File: config.mk
export PLATFORM = sky130hd
export DESIGN_NAME = branch_predictor_bht
export DESIGN_NICKNAME = d
export VERILOG_FILES = /design/src/rtl/core_types_pkg.sv /design/src/rtl/branch_predictor_bht_perf_counter.sv /design/src/rtl/branch_predictor_bht.sv
export SDC_FILE = /design/constraint.sdc
export NUM_CORES = 1
export LEC_CHECK = 0
export BUFFER_PORTS_ARGS = -buffer_cell sky130_fd_sc_hd__buf_2
export CELL_PAD_IN_SITES_DETAIL_PLACEMENT = 0
export CELL_PAD_IN_SITES_GLOBAL_PLACEMENT = 1
export CORE_MARGIN = 4
export CORE_UTILIZATION = 35
export DETAILED_ROUTE_END_ITERATION = 8
export PLACE_DENSITY = 0.62
export SYNTH_ARGS = -nofsm -noshare
export SYNTH_HDL_FRONTEND = slang
export SYNTH_SLANG_ARGS = --single-unit
File: constraint.sdc
create_clock -name Clock -period 11.9 [get_ports Clock]
set_input_delay 2.38 -clock Clock [delete_from_list [all_inputs] [get_ports Clock]]
set_output_delay 2.38 -clock Clock [all_outputs]
set_load 0.02 [all_outputs]
File: src/rtl/core_types_pkg.sv
// Shared core types: branch-history-table FSM states, the EXE-slot record
// and the saturating-counter step used for table training.
package core_types_pkg;

   localparam int BHT_IDX_W_MAX = 16;
   localparam int BHT_CTR_W_MAX = 8;

   typedef enum logic [0:0] {
      BHT_INIT = 1'b0,
      BHT_RUN  = 1'b1
   } bht_state_t;

   typedef struct packed {
      logic                     valid;
      logic [BHT_IDX_W_MAX-1:0] idx;
      logic                     pred;
   } bht_exe_t;

   // Counter is zero-extended into the widest supported width; ctr_max is the top code.
   function automatic logic [BHT_CTR_W_MAX-1:0] sat_update(
      input logic [BHT_CTR_W_MAX-1:0] ctr,
      input logic                     taken,
      input logic [BHT_CTR_W_MAX-1:0] ctr_max
   );
      logic [BHT_CTR_W_MAX-1:0] nxt;
      if (taken) begin
         if (ctr == ctr_max) nxt = ctr;
         else                nxt = ctr + BHT_CTR_W_MAX'(1);
      end else begin
         if (ctr == '0) nxt = ctr;
         else           nxt = ctr - BHT_CTR_W_MAX'(1);
      end
      return nxt;
   endfunction

endpackage

File: src/rtl/branch_predictor_bht_perf_counter.sv
// Saturating event counter with synchronous clear; clear beats increment.
module bht_perf_counter
   import core_types_pkg::*;
#(
   parameter int PERF_WIDTH = 32
) (
   input  logic                  Clock,
   input  logic                  nReset,
   input  logic                  inc,
   input  logic                  clr,
   output logic [PERF_WIDTH-1:0] count
);

   // Count holds at all-ones rather than wrapping.
   always_ff @(posedge Clock or negedge nReset) begin
      if (!nReset) begin
         count <= '0;
      end else if (clr) begin
         count <= '0;
      end else if (inc && (count != '1)) begin
         count <= count + PERF_WIDTH'(1);
      end
   end

endmodule

File: src/rtl/branch_predictor_bht.sv
// Per-PC branch history table of saturating counters with a DEC->EXE
// prediction slot, resolve-time training and misprediction statistics.
module branch_predictor_bht
   import core_types_pkg::*;
#(
   parameter int INDEX_BITS = 6,
   parameter int CTR_BITS   = 2,
   parameter int INIT_VALUE = 1,
   parameter int PERF_WIDTH = 32
) (
   input  logic                  Clock,
   input  logic                  nReset,
   input  logic                  lookupValid,
   input  logic [31:0]           lookupPC,
   output logic                  lookupTaken,
   input  logic                  stall,
   input  logic                  flush,
   input  logic                  resolveValid,
   input  logic                  resolveTaken,
   output logic                  predictedEXE,
   output logic                  mispredict,
   output logic                  ready,
   input  logic                  clearStats,
   output logic [PERF_WIDTH-1:0] branchCount,
   output logic [PERF_WIDTH-1:0] mispredCount
);

   localparam int DEPTH = 1 << INDEX_BITS;
   localparam logic [CTR_BITS-1:0]      CTR_INIT = CTR_BITS'(INIT_VALUE);
   localparam logic [BHT_CTR_W_MAX-1:0] CTR_MAX  = BHT_CTR_W_MAX'((1 << CTR_BITS) - 1);

   logic [CTR_BITS-1:0]      bht_r [DEPTH];
   bht_state_t               state_r, state_nxt_s;
   logic [INDEX_BITS-1:0]    init_ptr_r, init_ptr_nxt_s;
   bht_exe_t                 exe_r, exe_nxt_s;
   logic                     ready_r;
   logic [INDEX_BITS-1:0]    idx_s, exe_idx_s;
   logic                     commit_s;
   logic [BHT_CTR_W_MAX-1:0] upd_wide_s;
   logic [CTR_BITS-1:0]      upd_ctr_s, look_ctr_s;
   logic                     unused_s;

   assign idx_s     = lookupPC[INDEX_BITS+1:2];
   assign exe_idx_s = exe_r.idx[INDEX_BITS-1:0];
   assign commit_s  = ready_r && exe_r.valid && resolveValid && !stall;
   assign unused_s  = ^{lookupPC, exe_r.idx, upd_wide_s};

   // Prediction forwards the counter being written this cycle when indices collide.
   always_comb begin
      upd_wide_s = sat_update(BHT_CTR_W_MAX'(bht_r[exe_idx_s]), resolveTaken, CTR_MAX);
      upd_ctr_s  = upd_wide_s[CTR_BITS-1:0];
      if (commit_s && (exe_idx_s == idx_s)) look_ctr_s = upd_ctr_s;
      else                                  look_ctr_s = bht_r[idx_s];
      lookupTaken = ready_r && look_ctr_s[CTR_BITS-1];
      mispredict  = commit_s && (exe_r.pred != resolveTaken);
   end

   // Init sweep walks every entry once, then the table stays in service until reset.
   always_comb begin
      state_nxt_s    = state_r;
      init_ptr_nxt_s = init_ptr_r;
      case (state_r)
         BHT_INIT: begin
            init_ptr_nxt_s = init_ptr_r + INDEX_BITS'(1);
            if (init_ptr_r == INDEX_BITS'(DEPTH - 1)) state_nxt_s = BHT_RUN;
            else                                      state_nxt_s = BHT_INIT;
         end
         BHT_RUN:  state_nxt_s = BHT_RUN;
         default:  state_nxt_s = BHT_INIT;
      endcase
   end

   // EXE slot freezes on stall; flush and an unready table both squash the entry.
   always_comb begin
      exe_nxt_s = exe_r;
      if (!stall) begin
         exe_nxt_s.valid = lookupValid && !flush && ready_r;
         exe_nxt_s.idx   = BHT_IDX_W_MAX'(idx_s);
         exe_nxt_s.pred  = lookupTaken;
      end else begin
         exe_nxt_s = exe_r;
      end
   end

   // Control and EXE-slot registers.
   always_ff @(posedge Clock or negedge nReset) begin
      if (!nReset) begin
         state_r    <= BHT_INIT;
         init_ptr_r <= '0;
         ready_r    <= 1'b0;
         exe_r      <= '0;
      end else begin
         state_r    <= state_nxt_s;
         init_ptr_r <= init_ptr_nxt_s;
         ready_r    <= (state_nxt_s == BHT_RUN);
         exe_r      <= exe_nxt_s;
      end
   end

   // Table storage carries no reset; the sweep defines its contents.
   always_ff @(posedge Clock) begin
      if (state_r == BHT_INIT) begin
         bht_r[init_ptr_r] <= CTR_INIT;
      end else if (commit_s) begin
         bht_r[exe_idx_s] <= upd_ctr_s;
      end
   end

   assign ready        = ready_r;
   assign predictedEXE = exe_r.pred;

   bht_perf_counter #(.PERF_WIDTH(PERF_WIDTH)) u_branch_cnt (
      .Clock  (Clock),
      .nReset (nReset),
      .inc    (commit_s),
      .clr    (clearStats),
      .count  (branchCount)
   );

   bht_perf_counter #(.PERF_WIDTH(PERF_WIDTH)) u_mispred_cnt (
      .Clock  (Clock),
      .nReset (nReset),
      .inc    (mispredict),
      .clr    (clearStats),
      .count  (mispredCount)
   );

endmodule

==> flow_metrics.env, run 1 <==
export IMPL_outcome="completed"
export IMPL_synth_compound_area_share_pct=4.83
export IMPL_ys_flop_type="edfxtp_1"
export IMPL_finalNetCount=921
export IMPL_cap_violations=0
export IMPL_criticalPathCategory="primary input to primary output"
export IMPL_synth_top_family_by_area="simple AND/OR/NAND/NOR gates"
export IMPL_synth_top_area_share_pct=38.3
export IMPL_ys_ff_latch=207
export IMPL_synth_mux_area_share_pct=12.9
export IMPL_hold_class="flop to flop"
export IMPL_grt_start_max_net_pins=68
export IMPL_hold_viol=0
export IMPL_fin_util_pct=41.4
export IMPL_required_ps=9520
export IMPL_path_cells="buf_2 -> mux4_1 -> mux4_2 -> mux4_2 -> nand3_1 -> o21ai_1 -> buf_2"
export IMPL_max_freq_mhz=137
export IMPL_reg2reg_to="bht_r[39][0]"
export IMPL_postCtsSetupRepairBufs=0
export IMPL_synthTopCellsByCount="nor2_1, edfxtp_1, dfrtp_1"
export IMPL_syn2layout_area_growth_pct=15.6
export IMPL_end_kind="primary output"
export IMPL_min_to="init_ptr_r[4]"
export IMPL_setup_tns_final_ps=0
export IMPL_worst_slew_pin_transition_ps=891
export IMPL_rr_startpoint="exe_idx_s[0]"
export IMPL_min_path_cells=1
export IMPL_crit_fanout=18
export IMPL_place_congestion=0.805
export IMPL_cpPeakStageDelay_ps=660
export IMPL_final_instance_count_excl_fill=1271
export IMPL_final_max_slew_viol_count=0
export IMPL_rr_worst_depth=9
export IMPL_postCtsHoldBufs=0
export IMPL_leakagePower_uw=0.00389
export IMPL_synthSimpleGateAreaFrac_pct=15.7
export IMPL_fp_row_count=61
export IMPL_drt_iter0_markers=546
export IMPL_ant_nets=0
export IMPL_ys_seq_area_share_pct=58.0
export IMPL_drc_errors=0
export IMPL_netlist_area_mm2=0.0100
export IMPL_fin_skew_ps=13.2
export IMPL_cts_tree="built"
export IMPL_hpwl_um=16600
export IMPL_placed_cells=1229
export IMPL_critPathTopFamily="multiplexers"
export IMPL_relSlewSlack_pct=40.6
export IMPL_cts_buffer_depth=3
export IMPL_drt_wl_total_um=25000
export IMPL_via_count=6647
export IMPL_worst_hold_slack_ps=512
export IMPL_synth_async_sr_flop_share_pct=38.2
export IMPL_fillCellCount=2717
export IMPL_grt_overflow=0
export IMPL_start_kind="primary input"
export IMPL_syn_nets=841
export IMPL_drive_gt1_share_pct=20.0
export IMPL_synth_edff_count=128
export IMPL_design_core_area_mm2=0.0280
export IMPL_regArea_mm2=0.00582
export IMPL_clk_pin_slew_ps=50
export IMPL_synth_most_common_cell="nor2_1"
export IMPL_arrival_ps=4930
export IMPL_antenna_found_initial=0
export IMPL_synth_xor_xnor_area_share_pct=5.85
export IMPL_final_setup_worst_slack_ps=4590
export IMPL_setup_viol=0
export IMPL_critPathSlowestCell="mux4_1"
export IMPL_post_cts_resized=0
export IMPL_powerDensity_mw_per_mm2=134
export IMPL_min_from="init_ptr_r[4]"
export IMPL_synthDistinctLibCells=60
export IMPL_synth_cells=798
export IMPL_clock_latency_ps=510
export IMPL_cts_buffers=25
export IMPL_initial_core_util_pct=35.8
export IMPL_die_width_um=177
export IMPL_clock_sinks=207
export IMPL_rsz0062_at_grt="no"
export IMPL_yosys_warnings=0
export IMPL_grt_pass1_vias=6685
export IMPL_port_buffers=81
export IMPL_die_area_mm2=0.0314
export IMPL_io_pins=108
export IMPL_wl_per_cell_um=19.7
export IMPL_grt_usage_pct=15.8
export IMPL_vdd_ir_drop_max_uv=89.9
export IMPL_dr_pass1_iters=4
export IMPL_synth_area_leaders="edfxtp_1, dfrtp_1, mux4_2"
export IMPL_synth_top_area_cell="edfxtp_1"
export IMPL_place_ws_ps=4560
export IMPL_cp_num_buf_inv=2
export IMPL_vias_per_cell=5.23
export IMPL_grt_first_pass_wirelength_um=38900
export IMPL_r2r_slack_ps=7750
export IMPL_die_h_um=177
export IMPL_synth_fa_ha_area_share_pct=0.474
export IMPL_fin_crit_sh_pct=61.4
export IMPL_synth_avg_cell_area_um2=12.6
export IMPL_insertedDiodeCount=0
export IMPL_cts_root_buf="clkbuf_16"
export IMPL_multi_input_area_mm2=0.00400
export IMPL_cts_max_level=1
export IMPL_period_minus_slack_ps=7310
-- worst max-delay path by stage --
stage	startpoint	endpoint	slack [ps]	depth (start not counted)
finish	lookupPC[2]	lookupTaken	4590	7
global route	lookupPC[2]	lookupTaken	4450	7
CTS	lookupPC[2]	lookupTaken	4560	7
detailed placement	lookupPC[2]	lookupTaken	4560	7
global placement	lookupPC[2]	lookupTaken	4560	7
floorplan	lookupPC[3]	lookupTaken	5000	7
-- state kept, by name (all words and copies together) (netlist names) --
name                 cells
bht_r                  128
u_mispred_cnt.count     32
predictedEXE             1
ready                    1
exe_r                    1
exe_idx_s                6
init_ptr_r               6
u_branch_cnt.count      32
-- logic make-up (layout without fill, tap and decap cells) --
kind of cell | Yosys count | after routing
and+or+nand+nor | 329 | 329
adders and majority gates | 4 | 4
buffers and inverters | 53 | 148
muxes | 68 | 68
DFF | 207 | 207
AOI/OAI and AO/OA | 70 | 70
xor gates and xnor gates | 67 | 67
-- power breakdown --
| group | leakage, uW | total (uW) | switching (uW) | internal (uW) |
|---|---|---|---|---|
| combinational | 0.00154 | 69.7 | 43.3 | 26.5 |
| clock | 0.000374 | 718 | 279 | 438 |
| sequential | 0.00197 | 769 | 9.60 | 759 |
| total | 0.00389 | 1560 | 332 | 1220 |
-- per-layer routing --
layer | GRT usage [%] | share of wire (%)
met3 | 2.47 | 5.7
met5 | 0 | 0
met4 | 3.64 | 1.9
met1 | 23.0 | 46
met2 | 25.1 | 46
-- cell usage in the layout (no fill, tap or decap), types with 6 or more instances in the layout --
master     instances
nor2_1           140
edfxtp_1         128
buf_2             80
dfrtp_1           78
nand2_1           57
xnor2_1           43
mux4_2            41
nand3_1           31
clkbuf_16         25
xor2_1            24
inv_1             17
nand4_1           16
nor3_1            14
o21ai_1           12
a21oi_1           12
nor2b_1           11
nor4_1            11
and3_1            10
mux2_2             9
buf_4              9
mux2i_1            8
and4_1             8
or4_1              7
clkbuf_1           7
nand2b_1           6
or3_1              6
-- area by class of cell --
| class | instances | area share (%) |
|---|---|---|
| inverters | 17 | 0.550 |
| well taps | 378 | 4.08 |
| flip-flops and latches | 207 | 50.2 |
| clock inverters | 8 | 0.766 |
| multi-input cells | 538 | 34.5 |
| repair buffers | 89 | 4.04 |
| clock buffers | 34 | 5.86 |
-- stage by stage --
stage	power [uW]	instance area (um2)
2_1_floorplan	827	10000
3_3_place_gp	854	10800
3_5_place_dp	854	10800
4_1_cts	1580	11600
5_1_grt	1610	11600
6_report	1560	11600
Power figures use the tool's default switching activity.
==> inputs of run 2 (changes only) <==
- PLACE_DENSITY: 0.62 -> 0.65
- clock period: 11.9 -> 5.9 ns (I/O delays scaled with it)
==> run 2 against run 1 <==
  * Critical path depth unchanged
  * Largest power group unchanged
  * Clock skew down 3.1 ps
  * Highest routed layer unchanged
  * Sequential cell count unchanged
  * Largest cell class unchanged
  * Global-route usage rose by 0.33 points
  * Final cell count grew 0.31%
  * Die area stayed put
  * Final area rose by 0.17%
  * Routed wire length increased by 1.6%
  * Register-to-register slack lost 5900 ps
==> flow_metrics.env, run 2 (synthesized netlist as in run 1, its figures left out) <==
export IMPL_leakagePower_uw=0.00390
export IMPL_design_area_mm2=0.0116
export IMPL_end_kind="primary output"
export IMPL_die_width_um=177
export IMPL_reg_top3="bht_r (128), u_branch_cnt.count (32), u_mispred_cnt.count (32)"
export IMPL_cts_root_buf="clkbuf_16"
export IMPL_start_kind="primary input"
export IMPL_clk_pin_slew_ps=50
export IMPL_clock_latency_ps=510
export IMPL_postCtsSetupRepairBufs=0
export IMPL_cpPeakStageDelay_ps=640
export IMPL_grt_start_max_net_pins=65
export IMPL_finalPower_uw=3140
export IMPL_drt_wl_total_um=25500
export IMPL_path_cells="buf_2 -> mux4_1 -> mux4_2 -> mux4_2 -> nand3_1 -> o21ai_1 -> buf_2"
export IMPL_vias_per_cell=5.31
export IMPL_port_buffers=81
export IMPL_post_cts_resized=0
export IMPL_arrival_ps=3710
export IMPL_hold_class="flop to flop"
export IMPL_relSlewSlack_pct=42.4
export IMPL_grt_first_pass_wirelength_um=39700
export IMPL_largest_reg_flops=128
export IMPL_max_freq_mhz=204
export IMPL_criticalPathCategory="primary input to primary output"
export IMPL_layout_commonest_cell="nor2_1"
export IMPL_fin_crit_sh_pct=82.9
export IMPL_top_register="bht_r"
export IMPL_die_h_um=177
export IMPL_final_max_slew_viol_count=0
export IMPL_crit_fanout=18
export IMPL_setup_tns_final_ps=0
export IMPL_placed_cells=1230
export IMPL_design_core_area_mm2=0.0280
export IMPL_grt_overflow=0
export IMPL_die_area_mm2=0.0314
export IMPL_required_ps=4720
export IMPL_io_pins=108
export IMPL_period_minus_slack_ps=4890
export IMPL_vdd_ir_drop_max_uv=181
export IMPL_cts_max_level=1
export IMPL_drc_errors=0
export IMPL_cts_tree="built"
export IMPL_outcome="completed"
export IMPL_fin_skew_ps=10.2
export IMPL_layout_common_cells="nor2_1, edfxtp_1, buf_2"
export IMPL_postCtsHoldBufs=0
export IMPL_dr_pass1_iters=4
export IMPL_place_congestion=0.781
export IMPL_grt_usage_pct=16.1
export IMPL_drive_gt1_share_pct=20.5
export IMPL_hpwl_um=16800
export IMPL_grt_pass1_vias=6744
export IMPL_hold_viol=0
export IMPL_cts_buffers=25
export IMPL_worst_hold_slack_ps=497
export IMPL_cts_buffer_depth=3
export IMPL_powerDensity_mw_per_mm2=270
export IMPL_via_count=6768
export IMPL_finalNetCount=922
export IMPL_setup_viol=0
export IMPL_antenna_found_initial=0
export IMPL_worst_slew_pin_transition_ps=859
export IMPL_rsz0062_at_grt="no"
export IMPL_syn2layout_area_growth_pct=15.8
export IMPL_critPathSlowestCell="mux4_1"
export IMPL_fp_row_count=61
export IMPL_insertedDiodeCount=0
export IMPL_cap_violations=0
export IMPL_placed_area_mm2=0.0108
export IMPL_wl_per_cell_um=20.0
export IMPL_drt_iter0_markers=542
export IMPL_clock_sinks=207
export IMPL_final_instance_count_excl_fill=1275
export IMPL_ant_nets=0
export IMPL_initial_core_util_pct=35.8
## run 2: cell types whose count changed in the layout (fill, tap and decap cells not counted)
cell	delta
buf_4	+1
bufinv_16	-2
clkbuf_1	+3
clkbuf_8	+5
clkinv_1	-4
clkinv_4	+1
clkinvlp_4	+1
inv_6	-1
## run 2: through the flow
| stage | worst slack, ps | utilization (%) |
|---|---|---|
| after floorplan | 1400 | - |
| after global placement | 975 | 38.7 |
| after detailed placement | 957 | 38.7 |
| after CTS | 959 | 41.5 |
| after global routing | 792 | 41.5 |
| final | 1010 | 41.5 |
## run 2: critical path, delay by kind of cell
kind                   cells  cell delay [ps]
and+or+nand+nor            1              100
muxes                      3             1640
buffers and inverters      2              690
AOI/OAI and AO/OA          1               70
## run 2: area by class of cell
class	count	area, um2
fill	2729	16400
sequential	207	5820
multi-input combinational	538	4000
clock buffer	42	759
timing repair buffer	90	475
tap	378	473
inverter	17	63.8
clock inverter	3	21.3
## run 2: path summary, 6_finish.rpt
check                                   start                      to  slack [ps]  depth (start not counted)
worst max-delay path              lookupPC[2]             lookupTaken        1010                          7
worst min-delay path            init_ptr_r[4]           init_ptr_r[4]         500                          1
worst max register to register   exe_idx_s[1]             bht_r[0][1]        1870                          9
worst min register to register  init_ptr_r[4]           init_ptr_r[4]         500                          1
max in group asynchronous              nReset            exe_idx_s[0]        4260                          2
min in group asynchronous              nReset  u_branch_cnt.count[14]         610                          1
## run 2: routing by layer
metal / vias up / routed length [um] / part of all wire (%) / track usage (%)
li1: 3124 / - / - / -
met5: - / 0 / 0 / 0
met2: 181 / 11700 / 46 / 25.8
met4: 0 / 524 / 2.1 / 3.35
met3: 41 / 1450 / 5.7 / 2.81
met1: 3422 / 11800 / 46 / 23.4
## run 2: power breakdown
group          total, uW  internal (uW)  switching (uW)
clock               1450            870             577
sequential          1550           1530            20.9
combinational        138           54.0            84.4
==> inputs of run 3 (changes only) <==
- ABC_AREA: unset -> 1
- PLACE_DENSITY: 0.65 -> 0.68
- clock period: 5.9 -> 4.27 ns (I/O delays scaled with it)
==> run 3 against run 2 <==
  * Clock power grew 50%
  * Final cell count grew 39%
  * Global-route usage grew 2.9 points
  * Count of clock-buffer cells in the layout shrank 12
  * Core utilization shrank 0.48 points
  * Combinational power grew to 2.5 times the previous value
  * Routed wire length grew 28%
  * Setup slack lost 620 ps
  * Sequential power grew 37%
  * Synthesized cell count grew 61%
  * Sequential share of layout area shrank 3.6 points
  * Area after synthesis grew 7.7%
==> flow_metrics.env, run 3 <==
export IMPL_crit_path_frequent_cell="nand2_1"
export IMPL_synth_top_family_by_area="simple AND/OR/NAND/NOR gates"
export IMPL_place_congestion=0.853
export IMPL_max_freq_mhz=257
export IMPL_insertedDiodeCount=0
export IMPL_ys_flop_type="edfxtp_1"
export IMPL_cts_root_buf="clkbuf_16"
export IMPL_cts_buffer_depth=3
export IMPL_grt_pass1_vias=8912
export IMPL_top_usage_layer="met2"
export IMPL_drt_iter0_markers=690
export IMPL_synth_area_leaders="edfxtp_1, dfrtp_1, nand2_1"
export IMPL_ys_seq_area_share_pct=53.8
export IMPL_synth_async_sr_flop_share_pct=38.2
export IMPL_power_switching_uw=1110
export IMPL_met1_usage_pct=28.0
export IMPL_setup_tns_final_ps=0
export IMPL_largest_reg_flops=128
export IMPL_clock_latency_ps=530
export IMPL_clock_sinks=207
export IMPL_synth_edff_count=128
export IMPL_drive_gt1_share_pct=12.4
export IMPL_via_count=9265
export IMPL_met3_usage_pct=2.35
export IMPL_finalNetCount=1404
export IMPL_powerDensity_mw_per_mm2=371
export IMPL_die_width_um=184
export IMPL_grt_first_pass_wirelength_um=51000
export IMPL_dr_pass1_iters=5
export IMPL_design_core_area_mm2=0.0305
export IMPL_layout_commonest_cell="nand2_1"
export IMPL_vias_per_cell=5.22
export IMPL_finalPower_uw=4640
export IMPL_initial_core_util_pct=35.4
export IMPL_final_max_slew_viol_count=0
export IMPL_synth_top_area_cell="edfxtp_1"
export IMPL_cpPeakStageDelay_ps=640
export IMPL_crit_fanout=17
export IMPL_die_h_um=184
export IMPL_cts_buffers=25
export IMPL_antenna_found_initial=0
export IMPL_vdd_ir_drop_max_uv=258
export IMPL_die_area_mm2=0.0338
export IMPL_grt_overflow=0
export IMPL_synthSimpleGateAreaFrac_pct=31.6
export IMPL_reg_top3="bht_r (128), u_branch_cnt.count (32), u_mispred_cnt.count (32)"
export IMPL_fillCellCount=3088
export IMPL_synth_avg_cell_area_um2=8.42
export IMPL_ys_ff_latch=207
export IMPL_synth_cells=1284
export IMPL_drc_errors=0
export IMPL_layout_common_cells="nand2_1, nand3_1, nor2_1"
export IMPL_hold_viol=0
export IMPL_synth_top_area_share_pct=35.6
export IMPL_path_cells="clkinv_1 -> nand3_1 -> nand2_1 -> nand2_1 -> nand3_1 -> nand3_1 -> nand2_1 -> nand2_1 -> nand2_1 -> nand2_1 -> nand2_1 -> and2_1 -> buf_2"
export IMPL_syn_nets=1327
export IMPL_worst_slew_pin_transition_ps=847
export IMPL_ant_nets=0
export IMPL_yosys_warnings=0
export IMPL_hpwl_um=21400
export IMPL_synth_fa_ha_area_share_pct=0.347
export IMPL_synthTopCellsByCount="nand2_1, nand3_1, nor2_1"
export IMPL_fin_crit_sh_pct=91.0
export IMPL_cp_num_buf_inv=2
export IMPL_io_pins=108
export IMPL_cap_violations=0
export IMPL_required_ps=3420
export IMPL_critPathTopFamily="simple AND/OR/NAND/NOR gates"
export IMPL_top_register="bht_r"
export IMPL_postCtsSetupRepairBufs=0
export IMPL_port_buffers=81
export IMPL_criticalPathCategory="flop to primary output"
export IMPL_wl_per_cell_um=18.3
export IMPL_combPwrFrac_pct=7.4
export IMPL_met2_usage_pct=29.9
export IMPL_setup_viol=0
export IMPL_critPathSlowestCell="clkinv_1"
export IMPL_grt_start_max_net_pins=65
export IMPL_period_minus_slack_ps=3890
export IMPL_rsz0062_at_grt="no"
export IMPL_netlist_area_mm2=0.0108
export IMPL_intPower_uw=3530
export IMPL_pwr_share_seq_pct=45.8
export IMPL_cts_tree="built"
export IMPL_start_kind="flop"
export IMPL_arrival_ps=3030
export IMPL_relSlewSlack_pct=43.5
export IMPL_drt_wl_total_um=32600
export IMPL_end_kind="primary output"
export IMPL_fp_row_count=64
export IMPL_clk_pin_slew_ps=60
export IMPL_syn2layout_area_growth_pct=15.7
export IMPL_postCtsHoldBufs=0
export IMPL_synthDistinctLibCells=46
export IMPL_outcome="completed"
export IMPL_p_sw_share_pct=23.9
export IMPL_fin_skew_ps=16.8
export IMPL_synth_xor_xnor_area_share_pct=2.27
export IMPL_leakagePower_uw=0.00485
export IMPL_post_cts_resized=0
export IMPL_grt_usage_pct=19.0
export IMPL_synth_mux_area_share_pct=0
export IMPL_clkPwrFrac_pct=46.8
export IMPL_synth_compound_area_share_pct=6.60
export IMPL_synth_most_common_cell="nand2_1"
export IMPL_cts_max_level=1
export IMPL_hold_class="primary input to asynchronous set/reset pin"
## run 3: logic make-up after synthesis
group	count (synthesis)
DFF	207
and+or+nand+nor	780
adders and majority gates	3
AOI/OAI and AO/OA	121
xor gates and xnor gates	28
buffers and inverters	145
## run 3: area by class of cell
type	count	area [um2]	share of cell area (%)
flip-flops and latches	207	5820	46.6
multi-input cells	932	4420	35.4
clock buffers	30	686	5.48
repair buffers	101	571	4.56
well taps	396	495	3.96
inverters	94	353	2.82
clock inverters	16	158	1.26
## run 3: worst register-to-register path, cell delays in order (launching register included)
cell and delay, ps:
dfrtp_1 340, clkinv_1 640, nand3_1 310, nand2_1 110, nand2_1 70, nand3_1 140, nand3_1 180, nand3_1 110
nand2_1 80, nand3_2 420, buf_4 430
## run 3: path summary, 6_finish.rpt
check                                             from                 endpoint  slack, ps  cells past startpoint
worst max register to register            exe_idx_s[2]             bht_r[32][0]       1170                     10
worst min register to register  u_branch_cnt.count[22]   u_branch_cnt.count[22]        520                      1
min in group Clock              u_branch_cnt.count[22]   u_branch_cnt.count[22]        520                      1
worst max-delay path                      exe_idx_s[2]              lookupTaken        380                     13
worst min-delay path                            nReset  u_mispred_cnt.count[31]        440                      1
max in group asynchronous                       nReset   u_branch_cnt.count[16]       3030                      2
## run 3: power groups by stage
stage | registers [uW] | logic [uW] | clock network, uW
after floorplan | 2160 | 225 | 0
after global placement | 2160 | 346 | 0
after detailed placement | 2160 | 346 | 0
after CTS | 2120 | 347 | 2220
after global routing | 2120 | 390 | 2300
final | 2120 | 345 | 2170
## run 3: metrics by stage
stage	setup slack (ps)	instance area, um2	cells	utilization (%)	hold slack, ps
3_3_place_gp	755	11700	1730	38.2	483
2_1_floorplan	747	10800	1284	-	473
4_1_cts	389	12500	1776	41.0	443
6_report	383	12500	1776	41.0	439
3_5_place_dp	751	11700	1730	38.2	504
5_1_grt	171	12500	1776	41.0	496
## run 3: routing by layer
layer,up-vias,part of all wire (%)
met2,257,45
met5,-,0
met1,4432,48
li1,4527,-
met4,0,2.4
met3,49,5.3
